==> src/rtl/ccta_operand_recover.sv <==
// ----------------------------------------------------------------------------
// ccta_operand_recover
//
// Bit-serial inverse of the CCTA add/subtract unit. From a 5-bit CCTA result
// q, the known operand A and the ctrl select, recovers the missing 4-bit
// operand:
//   ctrl=0 : q = A + B  ->  operand = B = q - A
//   ctrl=1 : q = A - C  ->  operand = C = A - q
// D = minuend - subtrahend (mod 32) is produced one bit per cycle, LSB first,
// by a single full subtractor with a borrow flop.
//
// Optional feature macro: CCTA_OPERAND_RECOVER_RANGE_CHECK_EN
//   defined   : err = D[4], and for ctrl=0 also forced high when q = 31.
//   undefined : err is tied to 0 and no bit-4 result storage is built.
// ----------------------------------------------------------------------------
module ccta_operand_recover (
    input  logic       clk,
    input  logic       rst,
    input  logic       in_valid,
    output logic       in_ready,
    input  logic [4:0] q,
    input  logic [3:0] A,
    input  logic       ctrl,
    output logic       out_valid,
    input  logic       out_ready,
    output logic [3:0] operand,
    output logic       err
);

    typedef enum logic [1:0] {
        S_IDLE = 2'd0,
        S_CALC = 2'd1,
        S_DONE = 2'd2
    } state_t;

    // Control state
    state_t     r_state;
    logic       r_in_ready;
    logic       r_out_valid;
    logic [2:0] r_cnt;

    // Serial datapath
    logic [4:0] r_min;
    logic [4:0] r_sub;
    logic       r_borrow;
    logic [3:0] r_res;
    logic [3:0] r_operand;

    // Bit-slice signals
    logic w_accept;
    logic w_calc;
    logic w_last;
    logic w_m;
    logic w_s;
    logic w_d;
    logic w_b_out;

    assign w_accept = in_valid && r_in_ready;
    assign w_calc   = (r_state == S_CALC);
    assign w_last   = (r_cnt == 3'd4);

    // One-bit full subtractor: d = m - s - borrow_in
    assign w_m     = r_min[0];
    assign w_s     = r_sub[0];
    assign w_d     = w_m ^ w_s ^ r_borrow;
    assign w_b_out = (~w_m & w_s) | (~(w_m ^ w_s) & r_borrow);

    // Handshake FSM with registered in_ready/out_valid and the bit counter
    // NOTE: every sequential assignment uses <= so all flops sample the same
    // pre-edge values; a blocking = here would let later lines see new state.
    always_ff @(posedge clk) begin
        if (rst) begin
            r_state     <= S_IDLE;
            r_in_ready  <= 1'b1;
            r_out_valid <= 1'b0;
            r_cnt       <= 3'd0;
        end else begin
            case (r_state)
                S_IDLE: begin
                    if (w_accept) begin
                        r_state    <= S_CALC;
                        r_in_ready <= 1'b0;
                        r_cnt      <= 3'd0;
                    end
                end
                S_CALC: begin
                    r_cnt <= r_cnt + 3'd1;
                    if (w_last) begin
                        r_state     <= S_DONE;
                        r_out_valid <= 1'b1;
                    end
                end
                S_DONE: begin
                    if (out_ready) begin
                        r_state     <= S_IDLE;
                        r_out_valid <= 1'b0;
                        r_in_ready  <= 1'b1;
                    end
                end
                default: begin
                    r_state     <= S_IDLE;
                    r_in_ready  <= 1'b1;
                    r_out_valid <= 1'b0;
                    r_cnt       <= 3'd0;
                end
            endcase
        end
    end

    // Operand shift registers and partial result: loaded on accept, shifted in CALC
    // NOTE: these are deliberately not reset; they are always reloaded on
    // accept before being read, so a reset would only add fan-out on rst.
    always_ff @(posedge clk) begin
        if (w_accept) begin
            r_min <= ctrl ? {1'b0, A} : q;
            r_sub <= ctrl ? q : {1'b0, A};
        end else if (w_calc) begin
            r_min <= r_min >> 1;
            r_sub <= r_sub >> 1;
            if (!w_last) begin
                r_res <= {w_d, r_res[3:1]};
            end
        end
    end

    // Borrow flop and visible result; result only moves on CALC->DONE or reset
    always_ff @(posedge clk) begin
        if (rst) begin
            r_borrow  <= 1'b0;
            r_operand <= 4'd0;
        end else if (w_accept) begin
            r_borrow <= 1'b0;
        end else if (w_calc) begin
            r_borrow <= w_b_out;
            if (w_last) begin
                r_operand <= r_res;
            end
        end
    end

`ifdef CCTA_OPERAND_RECOVER_RANGE_CHECK_EN
    logic r_q_overflow;
    logic r_err;

    // Capture the out-of-range sum flag at accept (q=31 can never be a 4+4 bit sum)
    always_ff @(posedge clk) begin
        if (w_accept) begin
            r_q_overflow <= !ctrl && (q == 5'd31);
        end
    end

    // Bit 4 of D is the error; it goes straight into the err register
    always_ff @(posedge clk) begin
        if (rst) begin
            r_err <= 1'b0;
        end else if (w_calc && w_last) begin
            r_err <= w_d | r_q_overflow;
        end
    end

    assign err = r_err;
`else
    assign err = 1'b0;
`endif

    assign in_ready  = r_in_ready;
    assign out_valid = r_out_valid;
    assign operand   = r_operand;

endmodule

==> config.mk <==
export PLATFORM = sky130hd
export DESIGN_NAME = ccta_operand_recover
export DESIGN_NICKNAME = d
export VERILOG_FILES = /design/src/rtl/ccta_operand_recover.sv
export SDC_FILE = /design/constraint.sdc
export NUM_CORES = 1
export LEC_CHECK = 0
export ABC_AREA = 1
export CORE_ASPECT_RATIO = 1.1
export CORE_UTILIZATION = 45
export DETAILED_ROUTE_END_ITERATION = 10
export GPL_TIMING_DRIVEN = 1
export PLACE_DENSITY = 0.7
export SLEW_MARGIN = 40
export SYNTH_ARGS = -nofsm -noshare
export SYNTH_HDL_FRONTEND = slang
export SYNTH_SLANG_ARGS = --single-unit
==> constraint.sdc <==
create_clock -name clk -period 1.8 [get_ports clk]
set_input_delay 0.36 -clock clk [delete_from_list [all_inputs] [get_ports clk]]
set_output_delay 0.36 -clock clk [all_outputs]
set_load 0.05 [all_outputs]
==> impl_metrics.yaml <==
power_and_ir_drop:
  irDropWorstVdd_mv: 0.621
  seq_power_share_pct: 60.4
  combPwrFrac_pct: 18.6
  internal_power_mw: 0.874
  clockPowerShare_pct: 20.9
  switching_share_pct: 26.6
  power.switching_mw: 0.316
  p_total_mw: 1.19
  power_leakage_nw: 0.579
  p_per_area_mw_per_mm2: 834
synth:
  synth.largest_area_cell: "edfxtp_1"
  netlist_instances: 131
  syn-mean-instance-area_sq_um: 8.89
  synth_cell_types: 22
  syn_nets: 148
  yosys_warnings: 0
  synth_top_cell_area_share_pct: 36.1
  syn_area_sq_mm: 0.00116
  ys_seq_area_share_pct: 56.7
  synth_seq_cells: 26
  synthTopCellsByArea: "edfxtp_1 (36%), dfxtp_1 (21%), nand2_1 (13%), nand3_1 (7.7%), a21oi_1 (4.7%)"
clock_tree:
  post_cts_buffers: 0
  clk_pin_slew_worst_paths_ps: 130
  numCtsBuffers: 3
  ctsHoldBuffers: 0
  cts_resized: 0
  cts_tree: "built"
  numClockSinks: 26
  clockBufferDepth: 2
  insertion_delay_ps: 320
  cts_htree_levels: 1
  clock-root-buffer: "clkbuf_4"
place:
  dp_hpwl_um: 1560
  pre_cts_ws_ps: 29.5
  gp_congestion: 0.792
  place.port_buffers: 19
routing:
  detail_route.first_pass.iterations: 4
  antenna_left: 0
  routed_via_density: 5.11
  wl_per_cell_um: 11.5
  drc: 0
  drt-initial-drc-count: 30
  vias: 936
  drt-total-wl_um: 2100
cells_and_area:
  area_delta_synth_final_pct: 22.6
  seq_area_sq_um: 661
  diodes: 0
  layout_commonest_cell: "nand2_1"
  drive_above_1_share_pct: 13.1
  final_nets: 171
  mostFrequentLayoutCells: "nand2_1 (40), nand3_1 (18), edfxtp_1 (14)"
  fill_cells: 209
  multiInputGateArea_sq_um: 428
global_route:
  grt_pass1_wl_um: 3580
  grt_max_degree: 22
  grt_use_total_pct: 17.3
  grt-ovfl-total: 0
  antenna_found_initial: 0
  grt_pass1_vias: 881
floorplanning:
  core-area_sq_mm: 0.00234
  io_pins: 21
  die_h_um: 55.4
  dieArea_sq_mm: 0.00280
  placementRows: 18
  start_util_pct: 49.7
  die_w_um: 50.5
setup_path:
  cp_max_fo: 4
  crit_path_end_kind: "register"
  startpoint_type: "register"
  crit_arrival_ps: 1530
  worstSetupPathType: "reg2reg"
  required_ps: 1810
timing:
  hold_viol: 0
  finClkSkew_ps: 2.03
  setup_tns_ps: 0
  rsz0062_at_grt: "no"
  finalSetupViolCount: 0
  max_freq_mhz: 656
  timing.final.crit_share_pct: 84.6
  slew_violations: 0
  hold_slack_ps: 471
  fin_crit_ps: 1520
  setup_slack_ps: 277
status:
  status: "complete, no violations"
min_path:
  worst_hold_path_type: "reg2reg"
job:
  max_cap_viol_count: 0
[stage by stage]
step           instance area (sq um)  instances  utilization [%]
2_1_floorplan                   1160        131                -
3_3_place_gp                    1400        179             59.8
3_5_place_dp                    1400        179             59.8
4_1_cts                         1430        183             61.0
5_1_grt                         1430        183             61.0
6_report                        1430        183             61.0
[sequential cells by signal, summed over array words and instances (netlist names)]
register   count
r_min          5
r_sub          5
r_state        2
r_res          4
r_cnt          3
operand        4
in_ready       1
r_borrow       1
out_valid      1
[worst paths after layout]
kind,startpoint,endpoint,slack (ps),cells after the start
min,out_valid,out_valid,470,2
max reg2reg,r_cnt[0],r_res[2],280,5
max,r_cnt[0],r_res[2],280,5
min reg2reg,out_valid,out_valid,470,2
[cell type report]
class	instances	share of cell area [%]
multi-input combinational	87	30.0
clock inverter	1	0.263
inverter	14	3.68
clock buffer	3	1.58
timing repair buffer	22	15.6
tap	30	2.63
sequential	26	46.3
[critical path, stage by stage, from the launching register on]
cell	delay, ps
dfxtp_1	370
inv_1	80
ha_1	190
nand2_1	120
nand3_1	150
nor2_1	310
[power by group through the flow]
stage	sequential [mW]	clock, mW	combinational [mW]
floorplan	0.738	0	0.122
global placement	0.732	0	0.215
detailed placement	0.733	0	0.221
CTS	0.720	0.258	0.222
global route	0.726	0.284	0.251
finish	0.719	0.249	0.222
[cells by family after synthesis]
| logic type | after synthesis | share of synthesized area (%) |
|---|---|---|
| other | 1 | 0.322 |
| AOI/OAI and AO/OA | 14 | 6.23 |
| and+or+nand+nor | 69 | 26.3 |
| buffers and inverters | 18 | 6.55 |
| DFF | 26 | 56.7 |
| adders and majority gates | 3 | 3.87 |
[per-layer routing]
layer / vias to the layer above / wire length [um] / track usage (%)
li1: 473 / - / -
met1: 422 / 944 / 20.8
met2: 35 / 979 / 26.9
met3: 6 / 111 / 2.75
met4: 0 / 68 / 13.9
met5: - / 0 / 0
[synth_stat cells]
| cell type | number |
|---|---|
| nor2_2 | 3 |
| nand3_1 | 18 |
| nor2_1 | 2 |
| conb_1 | 1 |
| o21ai_1 | 1 |
| o21ai_0 | 1 |
| a21oi_1 | 11 |
| ha_1 | 2 |
| nand2_2 | 2 |
| fa_1 | 1 |
| nor2_4 | 1 |
| inv_2 | 1 |
| o211ai_1 | 1 |
| edfxtp_1 | 14 |
| dfxtp_1 | 12 |
| nand2_1 | 40 |
| buf_4 | 2 |
| inv_1 | 13 |
| buf_2 | 1 |
| or2_2 | 1 |
| clkbuf_1 | 1 |
| nor3_1 | 2 |
(Power assumes the default switching activity.)
